`config.mk`:
```
export PLATFORM = sky130hd
export DESIGN_NAME = fetch_unit
export DESIGN_NICKNAME = d
export VERILOG_FILES = /design/src/rtl/fetch_pkg.sv /design/src/rtl/fetch_fifo.sv /design/src/rtl/fetch_unit.sv
export SDC_FILE = /design/constraint.sdc
export NUM_CORES = 1
export LEC_CHECK = 0
export CORE_AREA = 3 3 154 230
export DETAILED_ROUTE_END_ITERATION = 16
export DIE_AREA = 0 0 157 233
export MAX_ROUTING_LAYER = met4
export PLACE_DENSITY = 0.75
export SETUP_SLACK_MARGIN = 0.05
export SYNTH_ARGS = -nofsm -noshare
export SYNTH_HDL_FRONTEND = slang
export SYNTH_SLANG_ARGS = --single-unit
```
`constraint.sdc`:
```
create_clock -name i_clk -period 8.1 [get_ports i_clk]
set_clock_uncertainty 0.2 [all_clocks]
set_input_delay 1.62 -clock i_clk [delete_from_list [all_inputs] [get_ports i_clk]]
set_output_delay 1.62 -clock i_clk [all_outputs]
set_load 0.1 [all_outputs]
```
`src/rtl/fetch_pkg.sv`:
```
// fetch_pkg -- shared types and widths for the instruction fetch unit.
//
// Contents:
//   INST_W / PC_W / MEM_AW : instruction, byte-PC and BRAM word-address widths
//   fetch_state_t          : fetch FSM states (RUN, FAULT)
//   word_addr()            : byte PC -> BRAM word address (drops the 2 byte bits)
package fetch_pkg;

  localparam int INST_W = 32;
  localparam int PC_W   = 64;
  localparam int MEM_AW = 14;

  typedef enum logic {
    RUN   = 1'b0,
    FAULT = 1'b1
  } fetch_state_t;

  // BRAM word address of a byte PC; wraps naturally modulo 2^MEM_AW words.
  function automatic logic [MEM_AW-1:0] word_addr(input logic [PC_W-1:0] pc);
    return pc[MEM_AW+1:2];
  endfunction

endpackage

```
`src/rtl/fetch_fifo.sv`:
```
// fetch_fifo -- small synchronous FIFO holding {inst, pc} entries for the
// fetch unit. Supports push and pop in the same cycle, including when full.
// A flush empties the FIFO and overrides any same-cycle push or pop.
//
// Ports:
//   i_clk, i_rst_n : clock, asynchronous active-low reset
//   i_flush        : drop every entry
//   i_push         : write i_push_data at the tail
//   i_push_data    : {inst, pc} payload
//   i_pop          : retire the head entry
//   o_head         : head entry (meaningful only while o_count != 0)
//   o_count        : number of stored entries
module fetch_fifo
  import fetch_pkg::*;
#(
  parameter int DEPTH = 2,
  localparam int ENTRY_W = INST_W + PC_W,
  localparam int CNT_W = $clog2(DEPTH + 1)
) (
  input  logic               i_clk,
  input  logic               i_rst_n,
  input  logic               i_flush,
  input  logic               i_push,
  input  logic [ENTRY_W-1:0] i_push_data,
  input  logic               i_pop,
  output logic [ENTRY_W-1:0] o_head,
  output logic [CNT_W-1:0]   o_count
);

  localparam int PTR_W = $clog2(DEPTH);

  logic [ENTRY_W-1:0] mem [DEPTH];
  logic [PTR_W-1:0]   rd_ptr;
  logic [PTR_W-1:0]   wr_ptr;
  logic               do_push;
  logic               do_pop;

  // Pointers wrap explicitly so non-power-of-two depths work.
  function automatic logic [PTR_W-1:0] next_ptr(input logic [PTR_W-1:0] p);
    return (p == PTR_W'(DEPTH - 1)) ? '0 : p + 1'b1;
  endfunction

  assign do_pop  = i_pop && (o_count != '0);
  // A push into a full FIFO is legal only when the head leaves in the same cycle.
  assign do_push = i_push && ((o_count != CNT_W'(DEPTH)) || do_pop);
  assign o_head  = mem[rd_ptr];

  always_ff @(posedge i_clk or negedge i_rst_n) begin
    if (!i_rst_n) begin
      rd_ptr  <= '0;
      wr_ptr  <= '0;
      o_count <= '0;
    end else if (i_flush) begin
      rd_ptr  <= '0;
      wr_ptr  <= '0;
      o_count <= '0;
    end else begin
      if (do_pop) begin
        rd_ptr <= next_ptr(rd_ptr);
      end
      if (do_push) begin
        wr_ptr <= next_ptr(wr_ptr);
      end
      case ({do_push, do_pop})
        2'b10:   o_count <= o_count + 1'b1;
        2'b01:   o_count <= o_count - 1'b1;
        default: o_count <= o_count;
      endcase
    end
  end

  // Storage needs no reset: entries are only observed while counted.
  always_ff @(posedge i_clk) begin
    if (do_push && !i_flush) begin
      mem[wr_ptr] <= i_push_data;
    end
  end

endmodule

```
`src/rtl/fetch_unit.sv`:
```
// fetch_unit -- sequential instruction fetch from a 1-cycle-latency BRAM into a
// small instruction buffer presented to the decoder.
//
// Optional feature: define FETCH_MISALIGN_FAULT_EN to trap redirects whose
// target is not 4-byte aligned (enter FAULT, assert o_fault, stop fetching
// until an aligned redirect). Without it o_fault is 0 and target bits [1:0]
// are ignored.
//
// Handshake: the decoder side is valid/ready. o_inst_valid never depends on
// i_inst_ready; an entry is consumed exactly in a cycle where
// o_inst_valid && i_inst_ready, and o_inst/o_inst_pc hold while valid && !ready.
// i_redirect overrides everything in its cycle (the pop is ignored).
//
// Ports:
//   i_clk, i_rst_n        : clock, asynchronous active-low reset
//   o_mem_read            : BRAM read strobe
//   o_mem_address         : BRAM word address (fetch_pc[15:2])
//   i_mem_value           : BRAM data, valid the cycle after o_mem_read
//   o_inst_valid/o_inst/o_inst_pc : head instruction to the decoder
//   i_inst_ready          : decoder accepts the head
//   i_redirect/i_redirect_pc : flush and restart fetch at a new byte address
//   o_fault               : misaligned-redirect fault (feature builds only)
//   o_dbg_state           : current fetch FSM state (RUN=0, FAULT=1)
module fetch_unit
  import fetch_pkg::*;
#(
  parameter logic [63:0] RESET_PC  = 64'h0,
  parameter int          BUF_DEPTH = 2
) (
  input  logic          i_clk,
  input  logic          i_rst_n,
  output logic          o_mem_read,
  output logic [13:0]   o_mem_address,
  input  logic [31:0]   i_mem_value,
  output logic          o_inst_valid,
  output logic [31:0]   o_inst,
  output logic [63:0]   o_inst_pc,
  input  logic          i_inst_ready,
  input  logic          i_redirect,
  input  logic [63:0]   i_redirect_pc,
  output logic          o_fault,
  output logic          o_dbg_state
);

  localparam int ENTRY_W = INST_W + PC_W;
  localparam int CNT_W   = $clog2(BUF_DEPTH + 1);

  fetch_state_t       state;
  fetch_state_t       state_nxt;
  logic [PC_W-1:0]    fetch_pc;
  logic [PC_W-1:0]    fetch_pc_nxt;
  logic               inflight;
  logic [PC_W-1:0]    inflight_pc;
  logic [CNT_W-1:0]   count;
  logic [ENTRY_W-1:0] head;
  logic [PC_W-1:0]    redirect_target;
  logic               redirect_misaligned;
  logic               pop;
  logic               push;
  logic               issue;
  logic [CNT_W:0]     occupancy;
  logic [CNT_W:0]     limit;

`ifdef FETCH_MISALIGN_FAULT_EN
  assign redirect_target     = i_redirect_pc;
  assign redirect_misaligned = (i_redirect_pc[1:0] != 2'b00);
`else
  logic unused_redirect_lowbits;
  assign unused_redirect_lowbits = ^i_redirect_pc[1:0];
  assign redirect_target     = {i_redirect_pc[PC_W-1:2], 2'b00};
  assign redirect_misaligned = 1'b0;
`endif

  // Decoder side.
  assign o_inst_valid = (count != '0);
  assign o_inst       = o_inst_valid ? head[ENTRY_W-1 -: INST_W] : '0;
  assign o_inst_pc    = o_inst_valid ? head[PC_W-1:0] : '0;
  assign pop          = o_inst_valid && i_inst_ready && !i_redirect;

  // Issue while buffered + in-flight entries, after this cycle's pop, leave room.
  // Counting the in-flight read guarantees its push can never overflow.
  assign occupancy = {1'b0, count} + {{CNT_W{1'b0}}, inflight};
  assign limit     = (CNT_W + 1)'(BUF_DEPTH) + {{CNT_W{1'b0}}, pop};
  // Gating with i_rst_n keeps the strobe low while reset is held.
  assign issue     = i_rst_n && (state == RUN) && !i_redirect && (occupancy < limit);

  // A redirect kills the response of the read issued last cycle.
  assign push = inflight && !i_redirect;

  assign o_mem_read    = issue;
  assign o_mem_address = word_addr(fetch_pc);
  assign o_dbg_state   = state;

`ifdef FETCH_MISALIGN_FAULT_EN
  assign o_fault = (state == FAULT);
`else
  assign o_fault = 1'b0;
`endif

  always_comb begin
    state_nxt    = state;
    fetch_pc_nxt = fetch_pc;
    if (i_redirect) begin
      fetch_pc_nxt = redirect_target;
      state_nxt    = redirect_misaligned ? FAULT : RUN;
    end else if (issue) begin
      fetch_pc_nxt = fetch_pc + 64'd4;
    end
  end

  always_ff @(posedge i_clk or negedge i_rst_n) begin
    if (!i_rst_n) begin
      state       <= RUN;
      fetch_pc    <= RESET_PC;
      inflight    <= 1'b0;
      inflight_pc <= '0;
    end else begin
      state    <= state_nxt;
      fetch_pc <= fetch_pc_nxt;
      inflight <= issue;
      if (issue) begin
        inflight_pc <= fetch_pc;
      end
    end
  end

  fetch_fifo #(
    .DEPTH (BUF_DEPTH)
  ) u_fifo (
    .i_clk       (i_clk),
    .i_rst_n     (i_rst_n),
    .i_flush     (i_redirect),
    .i_push      (push),
    .i_push_data ({i_mem_value, inflight_pc}),
    .i_pop       (pop),
    .o_head      (head),
    .o_count     (count)
  );

endmodule

```
* Word level (Yosys, flattened, before mapping) *
Memory sizes are Yosys's and may differ from the RTL's.
Cells that the tools add are included.

storage, ports and cells
  bits in registers = 133
  latch bits = 0
  RAM bits = 192
  memory bits (read-only) = 0
  input bits = 100
  output and inout bits = 114
  word-level logic and storage cells = 47
  memories kept = 1

memories
  memory      words  bits a word  read ports  clocked after Yosys merged registers in  wr ports  line              source
  u_fifo.mem  2      96           1           0                                        1         fetch_fifo.sv:32  logic [ENTRY_W-1:0] mem [DEPTH];

cells by class
  $add $sub $neg = 7
  multiply operators = 0
  div/mod/pow operators = 0
  order comparisons = 1
  eq/ne operators = 3
  shift operators = 0
  muxes and demuxes = 14
  bitwise operators = 0
  reductions and logical operators = 15

operators with widths
  cell                   number
  $mux 64                3
  $add 64x3->64 const B  1
  $mux 32                1
  $logic_and 1x1->1      8
  $mux 1                 8
  $reduce_bool 2->1      4
  $pmux 2 s2             1
  $add 2x1->3            1
  $add 2x1->3 const A    1
  $lt 3x3->1             1
  $reduce_bool 3->1      1
  $add 1x1->1 const B    2
  $add 2x1->2 const B    1
  $eq 2x1->1 const B     1
  $eq 2x2->1 const B     1
  $mux 2                 1
  $ne 2x2->1 const B     1
  $sub 2x1->2 const B    1
  $logic_not 1->1        1
  $logic_or 1x1->1       1

* Longest topological paths before layout *
  depth after elaboration = 9
  mapped depth = 9
  gate-level depth less buffers = 9

* Cells and area by module *
Synthesis repeated with hierarchy kept, for this count alone.

second synthesis, totals
  cells, all modules = 1186
  area, all modules = 14274.9 µm²

by module, submodules not included
  module      times used  cells an instance  area an instance (µm²)  seq. area each (µm²)
  fetch_fifo  1           323                7155.6                  5865.6
  fetch_unit  1           863                7119.3                  3128.0

* Least setup slack after synthesis *
OpenSTA, ideal clock, no wires.

  path kind = input to register
  start = input port i_redirect
  end = memory u_fifo.mem[1][10] (netlist name) (enable)
  library setup time = 681 ps
  arrival = 8885 ps
  required time = 7219 ps
  path slack = -1666 ps
  stages = 3
  buffers on the path = 2
  cell sequence = clkbuf_1 > clkbuf_1 > nor3b_1

between the ends
  cells in the longest elaborated chain, start to end = 8
  elaborated cells between the ends (all ways) = 9
  those cells by class = mux (2); reduce/logical (7)

RTL lines
  what                              line                                                  source
  start: declaration                fetch_unit.sv:39                                      input logic i_redirect,
  $logic_not 1->1 (*)               fetch_fifo.sv:74, fetch_unit.sv:78, fetch_unit.sv:88
  $logic_and 1x1->1                 fetch_unit.sv:78                                      assign pop = o_inst_valid && i_inst_ready && !i_redirect;
  $logic_and 1x1->1                 fetch_fifo.sv:43                                      assign do_pop = i_pop && (o_count != '0);
  $logic_or 1x1->1                  fetch_fifo.sv:45                                      assign do_push = i_push && ((o_count != CNT_W'(DEPTH)) || do_pop);
  $logic_and 1x1->1                 fetch_fifo.sv:45
  $logic_and 1x1->1 (*)             fetch_fifo.sv:74                                      if (do_push && !i_flush) begin
  $mux 1 (*)                        fetch_fifo.sv:74
  $mux 1 (not written as such) (*)  fetch_fifo.sv:75                                      mem[wr_ptr] <= i_push_data;
  end: declaration                  fetch_fifo.sv:32

Every way passes the cells marked *; elsewhere a longest branch is shown, timed or not.

* Final worst setup path *
  start = input port i_inst_ready
  end = output port o_mem_read

between the ends
  cells in the longest elaborated chain, start to end = 5

RTL lines
  what                             line              source
  start: declaration               fetch_unit.sv:38  input logic i_inst_ready,
  $logic_and 1x1->1 (2 in series)  fetch_unit.sv:78
  $add 2x1->3                      fetch_unit.sv:83  assign limit = (CNT_W + 1)'(BUF_DEPTH) + {{CNT_W{1'b0}}, pop};
  $lt 3x3->1                       fetch_unit.sv:85  assign issue = i_rst_n && (state == RUN) && !i_redirect && (occupancy < limit);
  $logic_and 1x1->1                fetch_unit.sv:85
  end: declaration                 fetch_unit.sv:32  output logic o_mem_read,

Every way passes these cells.

==> flow_summary.yaml <==
route:
  avgViaCountPerCell: 5.07
  wl_per_cell_um: 18.1
  drc_errors: 0
  drt_pass1_iterations: 5
  dr_total_vias: 8835
  drtIter0Drc: 413
  drtAntennaViolNets: 0
  wirelength_um: 31600
cts:
  clkTransAtPathRegs_ps: 60
  cts.sinks: 317
  cts_buffer_depth: 3
  root_buffer: "clkbuf_16"
  cts_buffers: 29
  cts-resized-gates: 0
  ctsHoldBuffers: 0
  tritoncts: "yes"
  clock_insertion_delay_worst_skew_ps: 540
  h-tree-depth: 1
  postCtsSetupBuffers: 0
sta:
  rsz0062_at_grt: "no"
  worstMarginPinSlew_ps: 1100
  hold_violations: 0
  max_clock_freq_mhz: 192
  setup_ws_ps: 2900
  relSlewSlack: 0.263
  slew_viol_final: 0
  finalCritPeriodShare: 0.642
  final.min_clock_period_ps: 5200
  tns_ps: 0
  finalSetupViolations: 0
floorplanning:
  initial_core_util: 0.398
  dieArea_um2: 36600
  rows: 82
  core_um2: 33500
  dieWidth_um: 157
  io_pins: 214
  dieHeight_um: 233
worst_setup_path:
  path_buf_inv: 3
  worst-path-max-fanout: 7
  path_cells: "clkdlybuf4s50_1 > o21ai_2 > o21a_4 > nor2_4 > nand2_2 > inv_2 > buf_4"
  criticalPathCategory: "in -> out"
  crit_family: "buffers and inverters"
  required_ps: 6280
  cp.arrival_ps: 3380
  crit_path_end_kind: "output port"
  slowest_stage: "clkdlybuf4s50_1"
  crit_path_start_kind: "input port"
  crit_path_max_incr_delay_ps: 610
min_path:
  hold_class: "reg -> reg"
flow_run:
  cap_violations: 0
pwr:
  powerDensity_nw_per_um2: 228
  ir_worst_vdd_uv: 147
  leakage_nw: 6.18
logic_synthesis:
  synth-seq-cells: 317
  synth_area_per_cell_um2: 11.9
  seq_area_frac_synth: 0.664
  yosysWarnings: 0
  synth-main-ff-cell: "edfxtp_1"
  async_flop_share: 0.407
  syn-cell-area_um2: 13400
  synth-edff-count: 188
  syn_inst: 1119
  synth_cell_types: 47
place:
  placed_cell_area_um2: 15700
  portBuffers: 207
  place_hpwl_um: 21200
  place.gp.congestion: 0.852
  dp_worst_setup_slack_ps: 2910
cells_and_area:
  design_area_um2: 16700
  fin_nets: 1403
  syn2layout_area_growth_pct: 24.8
  utilization: 0.497
  diodes: 0
  drive_gt1_frac: 0.0590
run_status:
  status: "complete, no violations"
global_route:
  grt_pass1_wl_um: 48800
  first_global_vias: 9047
  antenna_found_initial: 0
  grt_max_degree: 97
  grt_usage: 0.175
  overflow: 0
==> layout by cell type (no fill, tap or decap), types with 5 or more instances in the layout <==
cell type	netlist	final
o21ai_1	11	11
o21ai_0	39	39
nor3_1	12	11
xnor2_1	23	23
nor2_1	109	108
nand4_1	22	22
inv_1	6	6
xor2_1	24	24
o211ai_1	14	14
clkbuf_8	0	5
nand2_1	271	270
mux2i_1	95	95
dfrtp_1	129	128
nor3_2	6	6
clkbuf_1	36	8
clkbuf_16	0	29
or3_1	8	8
nand3_1	30	30
and4_1	13	13
clkdlybuf4s50_1	0	204
buf_4	18	13
and3_1	8	8
edfxtp_1	188	188
==> cells in the mapped netlist (2+ instances only) <==
master      n  share of area
o21ai_0    39          0.015
nand2b_1    4         0.0019
mux2i_1    95          0.071
buf_2       5         0.0019
xnor2_1    23          0.015
nor2_1    109          0.031
nor3_2      6         0.0045
and3_1      8         0.0037
nor2b_1     2        0.00094
or4_1       2         0.0011
buf_4      18          0.010
o21ai_1    11         0.0041
and4_1     13         0.0085
o311ai_0    4         0.0026
or3_1       8         0.0037
o211ai_1   14         0.0079
a21oi_1     2        0.00075
nand4_1    22          0.010
inv_1       6         0.0017
nor4_2      2         0.0019
dfrtp_1   129           0.24
ha_1        3         0.0028
nor3_1     12         0.0045
nand4_2     2         0.0019
edfxtp_1  188           0.42
xor2_1     24          0.016
and2_1      3         0.0014
buf_1      12         0.0034
nand2_1   271          0.076
clkbuf_1   36          0.010
nand3_1    30          0.011
==> where the power goes <==
part	switching, mW	total, mW	internal [mW]	leakage (nW)
clock	0.564	1.33	0.767	0.452
combinational	0.376	0.538	0.162	2.40
sequential	0.0858	1.93	1.84	3.33
==> cell type report <==
class	count	area [um^2]
Clock buffer	42	825
Clock inverter	11	106
Fill cell	2849	16900
Inverter	7	26.3
Multi-Input combinational cell	727	4160
Sequential cell	317	8880
Tap cell	420	526
Timing Repair Buffer	218	2150
==> through the flow <==
step	hold WS (ps)	total power, mW	cells
after floorplan	242	2.32	1122
after global placement	249	2.49	1689
after detailed placement	252	2.50	1689
after CTS	263	3.84	1742
after global routing	280	3.95	1742
final	263	3.80	1742
==> final timing paths <==
| check | startpoint | end | slack (ps) | cells past startpoint |
|---|---|---|---|---|
| min reg2reg | inflight_pc[20]$_DFFE_PN0P_ | u_fifo.mem[1][20]$_DFFE_PP_ | 260 | 0 |
| max reg2reg | u_fifo.o_count[0]$_DFFE_PN0P_ | fetch_pc[39]$_DFFE_PN0P_ | 4480 | 10 |
| max in group asynchronous | i_rst_n | fetch_pc[36]$_DFFE_PN0P_ | 5430 | 2 |
| min in group asynchronous | i_rst_n | inflight_pc[24]$_DFFE_PN0P_ | 830 | 1 |
| min | inflight_pc[20]$_DFFE_PN0P_ | u_fifo.mem[1][20]$_DFFE_PP_ | 260 | 0 |
| max | i_inst_ready | o_mem_read | 2900 | 7 |
==> per-layer routing <==
| metal | track usage | vias up | wire (um) |
|---|---|---|---|
| met3 | 0.0203 | 77 | 1370 |
| met4 | 0.0824 | 0 | 1450 |
| met2 | 0.300 | 237 | 16300 |
| met5 | - | - | 0 |
| li1 | - | 4255 | - |
| met1 | 0.204 | 4266 | 12500 |
==> cell families (layout without fill, tap and decap cells) <==
group | count (synthesis) | after routing | share of synthesized area
XOR/XNOR | 47 | 47 | 0.0308
adder cells (fa/ha/maj) | 3 | 3 | 0.00281
other | 1 | 4 | 0.000281
flip-flops | 317 | 317 | 0.664
buffers and inverters | 78 | 278 | 0.0275
multiplexers | 96 | 96 | 0.0721
AND/OR/NAND/NOR | 500 | 500 | 0.167
AO/OA/AOI/OAI | 77 | 77 | 0.0350
==> flip-flops by register name, indices dropped and copies added, names as in the netlist <==
name            count
fetch_pc           62
inflight            1
inflight_pc        62
u_fifo.mem        188
u_fifo.o_count      2
u_fifo.rd_ptr       1
u_fifo.wr_ptr       1
(Power assumes the default switching activity.)
